===== src/rtl/cap_sense_pkg.sv =====
// Shared state encoding and parameter defaults for the capacitive touch scanner.
package cap_sense_pkg;

  typedef enum logic [1:0] {
    ST_IDLE      = 2'd0,
    ST_DISCHARGE = 2'd1,
    ST_CHARGE    = 2'd2,
    ST_EVAL      = 2'd3
  } cap_sense_state_e;

  localparam int DEF_NUM_CH           = 9;
  localparam int DEF_CNT_W            = 16;
  localparam int DEF_DISCHARGE_CYCLES = 256;
  localparam int DEF_TIMEOUT          = 4095;
  localparam int DEF_THRESHOLD        = 200;
  localparam int DEF_DEBOUNCE         = 3;

endpackage


===== src/rtl/cap_sense_channel.sv =====
// One sense channel: input synchroniser, first-edge charge-time capture,
// committed count, debounced touch state and press pulse.
module cap_sense_channel
  import cap_sense_pkg::*;
#(
  parameter int CNT_W     = DEF_CNT_W,
  parameter int TIMEOUT   = DEF_TIMEOUT,
  parameter int THRESHOLD = DEF_THRESHOLD,
  parameter int DEBOUNCE  = DEF_DEBOUNCE
) (
  input  logic             clk_i,
  input  logic             rst_i,
  input  logic             sense_i,
  input  logic             clear_i,
  input  logic             charge_i,
  input  logic             eval_i,
  input  logic [CNT_W-1:0] timer_i,
  output logic             done_o,
  output logic [CNT_W-1:0] count_o,
  output logic             touched_o,
  output logic             press_o
);

  localparam int DB_W = $clog2(DEBOUNCE + 1);

  logic             sync1_q, sync2_q;
  logic             done_q, done_d;
  logic [CNT_W-1:0] work_q, work_d;
  logic [CNT_W-1:0] result_q, result_d;
  logic             touched_q, touched_d;
  logic [DB_W-1:0]  agree_q, agree_d;
  logic             press_q, press_d;
  logic             raw_touch;

  always_comb begin
    done_d    = done_q;
    work_d    = work_q;
    result_d  = result_q;
    touched_d = touched_q;
    agree_d   = agree_q;
    raw_touch = 1'b0;
    if (clear_i) begin
      done_d = 1'b0;
      work_d = '0;
    end else if (charge_i && sync2_q && !done_q) begin
      done_d = 1'b1;
      work_d = timer_i;
    end
    // A channel that never saw its edge reads as the full timeout.
    if (eval_i) begin
      result_d  = done_q ? work_q : CNT_W'(TIMEOUT);
      raw_touch = (result_d >= CNT_W'(THRESHOLD));
      if (raw_touch == touched_q) begin
        agree_d = '0;
      end else if (agree_q >= DB_W'(DEBOUNCE - 1)) begin
        touched_d = ~touched_q;
        agree_d   = '0;
      end else begin
        agree_d = agree_q + 1'b1;
      end
    end
    press_d = touched_d & ~touched_q;
  end

  always_ff @(posedge clk_i or posedge rst_i) begin
    if (rst_i) begin
      sync1_q   <= 1'b0;
      sync2_q   <= 1'b0;
      done_q    <= 1'b0;
      work_q    <= '0;
      result_q  <= '0;
      touched_q <= 1'b0;
      agree_q   <= '0;
      press_q   <= 1'b0;
    end else begin
      sync1_q   <= sense_i;
      sync2_q   <= sync1_q;
      done_q    <= done_d;
      work_q    <= work_d;
      result_q  <= result_d;
      touched_q <= touched_d;
      agree_q   <= agree_d;
      press_q   <= press_d;
    end
  end

  assign done_o    = done_q;
  assign count_o   = result_q;
  assign touched_o = touched_q;
  assign press_o   = press_q;

endmodule


===== src/rtl/cap_sense_scanner.sv =====
// Capacitive touch scanner: discharge all pads, drive the shared charge pin and
// time each channel's rising edge, then commit counts and debounce touch states.
module cap_sense_scanner
  import cap_sense_pkg::*;
#(
  parameter int NUM_CH           = DEF_NUM_CH,
  parameter int CNT_W            = DEF_CNT_W,
  parameter int DISCHARGE_CYCLES = DEF_DISCHARGE_CYCLES,
  parameter int TIMEOUT          = DEF_TIMEOUT,
  parameter int THRESHOLD        = DEF_THRESHOLD,
  parameter int DEBOUNCE         = DEF_DEBOUNCE
) (
  input  logic                      clock,
  input  logic                      reset,
  input  logic                      enable,
  input  logic [NUM_CH-1:0]         capacitive_sensors_in,
  output logic                      capacitive_sensors_out,
  output logic [NUM_CH-1:0]         touched,
  output logic [NUM_CH-1:0]         press_pulse,
  output logic                      scan_done,
  input  logic [$clog2(NUM_CH)-1:0] rd_sel,
  output logic [CNT_W-1:0]          rd_count,
  output cap_sense_state_e          dbg_state_o
);

  localparam int RD_W   = $clog2(NUM_CH);
  localparam int DISC_W = $clog2(DISCHARGE_CYCLES + 1);

  cap_sense_state_e  state_q, state_d;
  logic [CNT_W-1:0]  timer_q, timer_d;
  logic [DISC_W-1:0] disc_q, disc_d;
  logic [NUM_CH-1:0] done;
  logic [CNT_W-1:0]  counts [NUM_CH];
  logic              all_done;

  assign all_done = &done;

  // The timer saturates at TIMEOUT, so it can never wrap during a long charge.
  always_comb begin
    state_d = state_q;
    timer_d = timer_q;
    disc_d  = '0;
    case (state_q)
      ST_IDLE: begin
        timer_d = '0;
        if (enable) state_d = ST_DISCHARGE;
      end
      ST_DISCHARGE: begin
        timer_d = '0;
        disc_d  = disc_q + 1'b1;
        if (disc_q == DISC_W'(DISCHARGE_CYCLES - 1)) state_d = ST_CHARGE;
      end
      ST_CHARGE: begin
        if (timer_q != CNT_W'(TIMEOUT)) timer_d = timer_q + 1'b1;
        if (all_done || (timer_q == CNT_W'(TIMEOUT))) state_d = ST_EVAL;
      end
      ST_EVAL: begin
        timer_d = '0;
        state_d = enable ? ST_DISCHARGE : ST_IDLE;
      end
      default: state_d = ST_IDLE;
    endcase
  end

  always_ff @(posedge clock or posedge reset) begin
    if (reset) begin
      state_q <= ST_IDLE;
      timer_q <= '0;
      disc_q  <= '0;
    end else begin
      state_q <= state_d;
      timer_q <= timer_d;
      disc_q  <= disc_d;
    end
  end

  for (genvar g = 0; g < NUM_CH; g++) begin : g_ch
    cap_sense_channel #(
      .CNT_W     (CNT_W),
      .TIMEOUT   (TIMEOUT),
      .THRESHOLD (THRESHOLD),
      .DEBOUNCE  (DEBOUNCE)
    ) u_ch (
      .clk_i     (clock),
      .rst_i     (reset),
      .sense_i   (capacitive_sensors_in[g]),
      .clear_i   (state_q == ST_DISCHARGE),
      .charge_i  (state_q == ST_CHARGE),
      .eval_i    (state_q == ST_EVAL),
      .timer_i   (timer_q),
      .done_o    (done[g]),
      .count_o   (counts[g]),
      .touched_o (touched[g]),
      .press_o   (press_pulse[g])
    );
  end

  always_comb begin
    rd_count = '0;
    for (int i = 0; i < NUM_CH; i++) begin
      if (rd_sel == RD_W'(i)) rd_count = counts[i];
    end
  end

  assign capacitive_sensors_out = (state_q == ST_CHARGE);
  assign scan_done              = (state_q == ST_EVAL);
  assign dbg_state_o            = state_q;

endmodule


===== config.mk =====
export PLATFORM = sky130hd
export DESIGN_NAME = cap_sense_scanner
export DESIGN_NICKNAME = d
export VERILOG_FILES = /design/src/rtl/cap_sense_pkg.sv /design/src/rtl/cap_sense_channel.sv /design/src/rtl/cap_sense_scanner.sv
export SDC_FILE = /design/constraint.sdc
export NUM_CORES = 1
export LEC_CHECK = 0
export CAP_MARGIN = 20
export CORE_MARGIN = 3
export CORE_UTILIZATION = 30
export CTS_CLUSTER_DIAMETER = 100
export DETAILED_ROUTE_END_ITERATION = 6
export SKIP_CTS_REPAIR_TIMING = 1
export SLEW_MARGIN = 15
export SYNTH_ARGS = -nofsm -noshare
export SYNTH_HDL_FRONTEND = slang
export SYNTH_SLANG_ARGS = --single-unit
export TNS_END_PERCENT = 30

===== constraint.sdc =====
create_clock -name clock -period 13.1 [get_ports clock]
set_input_delay 2.62 -clock clock [delete_from_list [all_inputs] [get_ports clock]]
set_output_delay 2.62 -clock clock [all_outputs]
set_load 0.02 [all_outputs]

### Yosys cells after proc, flatten, opt, wreduce, memory -nomap -nowiden

Cells that the tools add are included.

| operators by class | value |
|---|---|
| $lt $le $gt $ge | 18 |
| equality and inequality tests | 27 |
| add/sub/neg operators | 11 |
| bitwise gates (word level) | 18 |
| reductions and logical operators | 42 |
| muxes and demuxes | 107 |

Operator list:

| operator | count |
|---|---|
| $mux 16 | 37 |
| $ge 16x8->1 const B | 9 |
| $mux 1 | 46 |
| $mux 2 | 21 |
| $pmux 16 s2 | 1 |
| $add 2x1->2 const B | 9 |
| $ge 2x2->1 const B | 9 |
| $logic_and 1x1->1 | 18 |
| $reduce_bool 2->1 | 9 |
| $add 16x1->16 const B | 1 |
| $eq 16x12->1 const B | 1 |
| $eq 4x3->1 const B | 4 |
| $ne 16x12->1 const B | 1 |
| $add 9x1->9 const B | 1 |
| $and 1x1->1 | 9 |
| $eq 1x1->1 | 9 |
| $eq 9x8->1 const B | 1 |
| $logic_not 1->1 | 9 |
| $mux 9 | 1 |
| $not 1->1 | 9 |
| $reduce_and 9->1 | 1 |
| $eq 4x2->1 const B | 2 |
| $ne 2x2->1 const B | 4 |
| $pmux 2 s4 | 1 |
| 9 further kinds | 10 |

| word-level totals | value |
|---|---|
| logic and storage cells | 298 |
| bits in registers | 378 |
| output and inout bits | 38 |
| input bits | 16 |

### Depth between registers and ports, before layout

| logic depth | value |
|---|---|
| word-level depth | 10 |
| gate-level depth with buffers | 9 |
| depth with buffers taken out | 8 |

### By module

A second synthesis with hierarchy kept.

| unflattened totals | value |
|---|---|
| cell total of the unflattened synthesis | 1563 |
| area, all modules | 16697.3 um^2 |

Modules (own cells, without submodules):

| module | seq. area each (um^2) | instances | area an instance (um^2) | cells each |
|---|---|---|---|---|
| cap_sense_channel | 975.9 | 9 | 1530.2 | 134 |
| cap_sense_scanner | 675.6 | 1 | 2925.3 | 357 |

### Worst setup path after synthesis

Ideal clock, no wire load.

| timing path | value |
|---|---|
| path type | input to output |
| start point | input port rd_sel[2] |
| end point | output port rd_count[3] |
| path buffers | 2 |
| stages | 6 |
| arrival time | 3.850 ns |
| setup slack | 6.630 ns |
| required time | 10.480 ns |
| cells stage by stage | buf_2 and2b_1 buf_2 a22oi_1 a21o_1 a21oi_1 |

| between the ends | value |
|---|---|
| cells in the longest elaborated chain, start to end | 10 |
| elaborated cells on any way between the ends | 18 |
| classes of those cells | eq/ne (8); mux (9); reduce/logical (1) |

Ends and longest elaborated chain:

| item | line | source |
|---|---|---|
| start: declaration | cap_sense_scanner.sv:21 | `input logic [$clog2(NUM_CH)-1:0] rd_sel,` |
| $logic_not 4->1 | cap_sense_scanner.sv:101 | `if (rd_sel == RD_W'(i)) rd_count = counts[i];` |
| $mux 16 (8 in series) | cap_sense_scanner.sv:101 |  |
| $mux 16 * | cap_sense_scanner.sv:101 |  |
| end: declaration | cap_sense_scanner.sv:22 | `output logic [CNT_W-1:0] rd_count,` |

Mark *: on every way between the ends. The rest lies on a longest branch, timed or not.

### Final worst setup path

| timing path | value |
|---|---|
| start point | input port rd_sel[1] |
| end point | output port rd_count[15] |

Same word-level chain as after synthesis.

==> impl_results.md <==
- DRC: 0
- Worst slew pin tran: ~1.1 ns
- R2r setup slk: around 10 ns
- Buffers on Ports: between 50 and 60
- Fin cells: 2369
- Max-slew violation count: 0
- Area Growth Syn to Fin: 12.85%
- Peak supply drop: 0.2204 mV
- Cell area after synthesis: 16440 um^2
- Number of cell rows: 85
- Slowest cell on the critical path: or4b_1
- Routed WL: between 40 and 50 mm
- Clock skew: ~0.015 ns
- First-pass GRT wire length: ~70 mm
- CP startpoint kind: input port
- Largest net degree at the start of global routing: roughly 190
- Yosys Warn Count: 0
- Clk sinks: 378
- Clk buf depth: 3
- F_max: roughly 120 MHz
- Int Pwr: between 2000 and 2500 uW
- Final ANT Viol Nets: 0
- Final hold slack: 0.3543 ns
- Xor/xnor share of the synthesized area: 0.008523
- Final Hold Fails: 0
- Outcome: finished, final reports clean
- Via density: slightly above 5
- Tot Pwr: between 3000 and 4000 uW
- Die height: 240.1 um
- Synthesized area per cell: approximately 9.8 um^2
- Sequential Power Share: 0.433
- Pwr dens: 192.5 nW/um^2
- Endpoints failing setup: 0
- Compound-Gate Fraction of Synth Area: 0.1708
- Vias in the first global route: 11780
- Critical path cell sequence: clkdlybuf4s50_1, or4b_1, o21ai_1, o211ai_1, nor2_1, clkdlybuf4s50_1
- CP dominant cell by count: clkdlybuf4s50_1
- Initial antenna violation count: 1
- Clk Latency, worst-skew pair: approximately 0.54 ns
- Setup TNS: 0 ns
- Min-delay worst type: flop to flop
- Final period util: 0.6461
- Placeable Area: approximately 54000 um^2
- Main combinational cell family by area after synthesis: compound AO/OA/AOI/OAI gates
- Clk pwr share: 0.302
- Starting DRC count in detailed routing: between 1000 and 1500
- GR Util All Layers: 0.1598
- Top fanout value on the critical path: 25
- Adder-Cell Fraction of Synth Area: 0.006088
- WL/cell: between 15 and 20 um
- H-tree levels: 2
- Post-placement cell count: between 2000 and 2500
- Num CTS Buffers: 38
- P_sw: 1246 uW
- Critical path class: input port to output port
- Number of synthesized flops with an enable pin: 0
- Number of diodes: 0
- CTS clk-pin slew, worst paths: ~0.060 ns
- DR pass1 iterations: 5
- Final #Nets: 1670
- Total number of vias: ~12000
- CTS tree: yes
- Max-slew headroom: 0.2834
- Ports: 54
- CTS Root Cell: clkbuf_16
- Post-synthesis async set-or-reset flop share: 1.000
- RSZ-0062 raised after global routing: no
- Die ar.: a little under 60000 um^2
- Initial Util: 0.3043
- Share of cells above drive strength 1: 0.06814
- MaxCap Viol Count: 0
- Synth unique cells: 57
- FF+latch count, synth: 378
- Die width: roughly 240 um
- Syn Inst Count: about 1700
- Aggregate global routing overflow: 0
- Simple-gate share of the synthesized area: 0.1556
- Worst EP arrival: between 5 and 6 ns
- Half-perimeter wire length after placement: between 30 and 40 mm
- Worst path required time: approximately 10 ns
- Post-synth top flop: dfrtp_1
- Sw Share: 0.3488
- Critical path's largest stage delay: roughly 0.97 ns
- Minimum clock period: 8.464 ns
- Comb pwr share: 0.265
- Final GP Congestion: a little under 0.9
- Final Util: 0.3434
- Leakage: approximately 0.0073 uW
- CP endpoint kind: output port
- Mapped Nets: 1710
- Register area share after synthesis: 0.5753
- Post-synthesis mux area share: 0.02717
## cell usage after synthesis (5+ instances only)
library cell	instances	area (um^2)
or2_2	11	68.82
ha_1	8	100.1
nand3_1	66	330.3
xnor2_1	5	43.79
inv_1	66	247.7
a21o_1	14	105.1
clkbuf_1	86	322.8
or3_1	5	31.28
o22a_1	97	849.6
nor3_1	21	105.1
mux2i_1	6	60.06
o22ai_1	32	200.2
buf_1	6	22.52
o21ai_0	63	315.3
o31ai_1	5	37.54
xor2_1	11	96.34
and4_1	8	70.07
a22oi_1	14	105.1
mux2_2	29	326.6
buf_2	32	160.2
nor2b_1	10	62.56
buf_4	20	150.1
nand2_1	360	1351
dfrtp_1	378	9459
o311ai_0	9	78.83
a21oi_1	201	1006
nor4_1	13	81.33
nor2_1	62	232.7
## layer usage
metal / GRT usage / up-vias / wire length, um
met5: 0 / - / 0
met4: 0.04791 / 0 / 1323
met3: 0.02879 / 68 / 3225
met2: 0.2285 / 381 / 19330
met1: 0.2447 / 6083 / 22050
li1: - / 5699 / -
## critical path: cells and delay by family
| kind | cells | cell delay (ns) |
|---|---|---|
| buf+inv | 2 | 1.53 |
| simple gates | 2 | 1.28 |
| compound gates | 2 | 0.40 |
## flip-flops by register name, indices dropped and copies added (netlist names), 9 cells and up
register	flops
g_ch.u_ch.count_o	144
g_ch.u_ch.work_q	144
g_ch.u_ch.agree_q	18
timer_q	16
disc_q	9
g_ch.u_ch.done_o	9
g_ch.u_ch.press_o	9
g_ch.u_ch.sync1_q	9
g_ch.u_ch.sync2_q	9
g_ch.u_ch.touched_o	9
## power groups by stage
stage                     registers (uW)  logic, uW  clock network [uW]
after floorplan                     1460        736                   0
after global placement              1560        923                   0
after detailed placement            1560        945                   0
after CTS                           1540        947                1100
after global routing                1570       1040                1160
final                               1550        945                1080
## worst paths after layout
| kind | endpoint | from | cells after the start |
|---|---|---|---|
| hold / removal | g_ch[6].u_ch.sync2_q | g_ch[6].u_ch.sync1_q | 0 |
| min in group asynchronous | g_ch[2].u_ch.agree_q[0] | reset | 2 |
| setup reg to reg | g_ch[4].u_ch.count_o[7] | dbg_state_o[0] | 4 |
| setup / recovery | rd_count[15] | rd_sel[1] | 6 |
| max in group asynchronous | g_ch[7].u_ch.work_q[1] | reset | 4 |
| hold reg to reg | g_ch[6].u_ch.sync2_q | g_ch[6].u_ch.sync1_q | 0 |
## stage by stage
| stage | cell area, um^2 | setup slack (ns) |
|---|---|---|
| final | 18550 | 4.636 |
| after CTS | 18490 | 4.698 |
| after global placement | 17270 | 4.748 |
| after detailed placement | 17280 | 4.712 |
| after global routing | 18550 | 4.502 |
| after floorplan | 16450 | 5.402 |
## kinds of logic (layout without fill, tap and decap cells)
logic type | count (synthesis) | count (layout)
simple gates | 583 | 583
compound gates | 450 | 450
flops | 378 | 378
buf+inv | 213 | 200
mux | 38 | 38
xor+xnor | 16 | 16
fa+ha+maj | 8 | 8
## layout by cell type, fill, tap and decap left out, types with 4 or more instances in the layout
cell type and count:
dfrtp_1 378, or3_1 5, or4_1 4, a21o_1 14
clkinv_2 4, ha_1 6, o21ai_0 63, clkbuf_1 17
o22a_1 97, clkdlybuf4s50_1 52, mux2i_1 6, clkbuf_16 41
xnor2_1 5, and4_1 8, o311ai_0 9, o211ai_1 4
nand4_1 4, mux2_2 29, o31ai_1 5, or2_2 11
nor4_1 13, xor2_1 11, nor2_1 62, nand3_1 66
a22oi_1 14, buf_4 9, nand2_1 360, a21oi_1 201
nor3_1 21, nor2b_1 10, o22ai_1 32, inv_1 65
## area by class of cell
type | count | area, um^2
clock buffer | 61 | 1131
clock inverter | 6 | 80.08
fill | 5435 | 35470
inverter | 67 | 255.2
multi-input combinational | 1095 | 6078
sequential | 378 | 9459
tap | 696 | 870.8
timing repair buffer | 66 | 679.4
(Power assumes the default switching activity.)
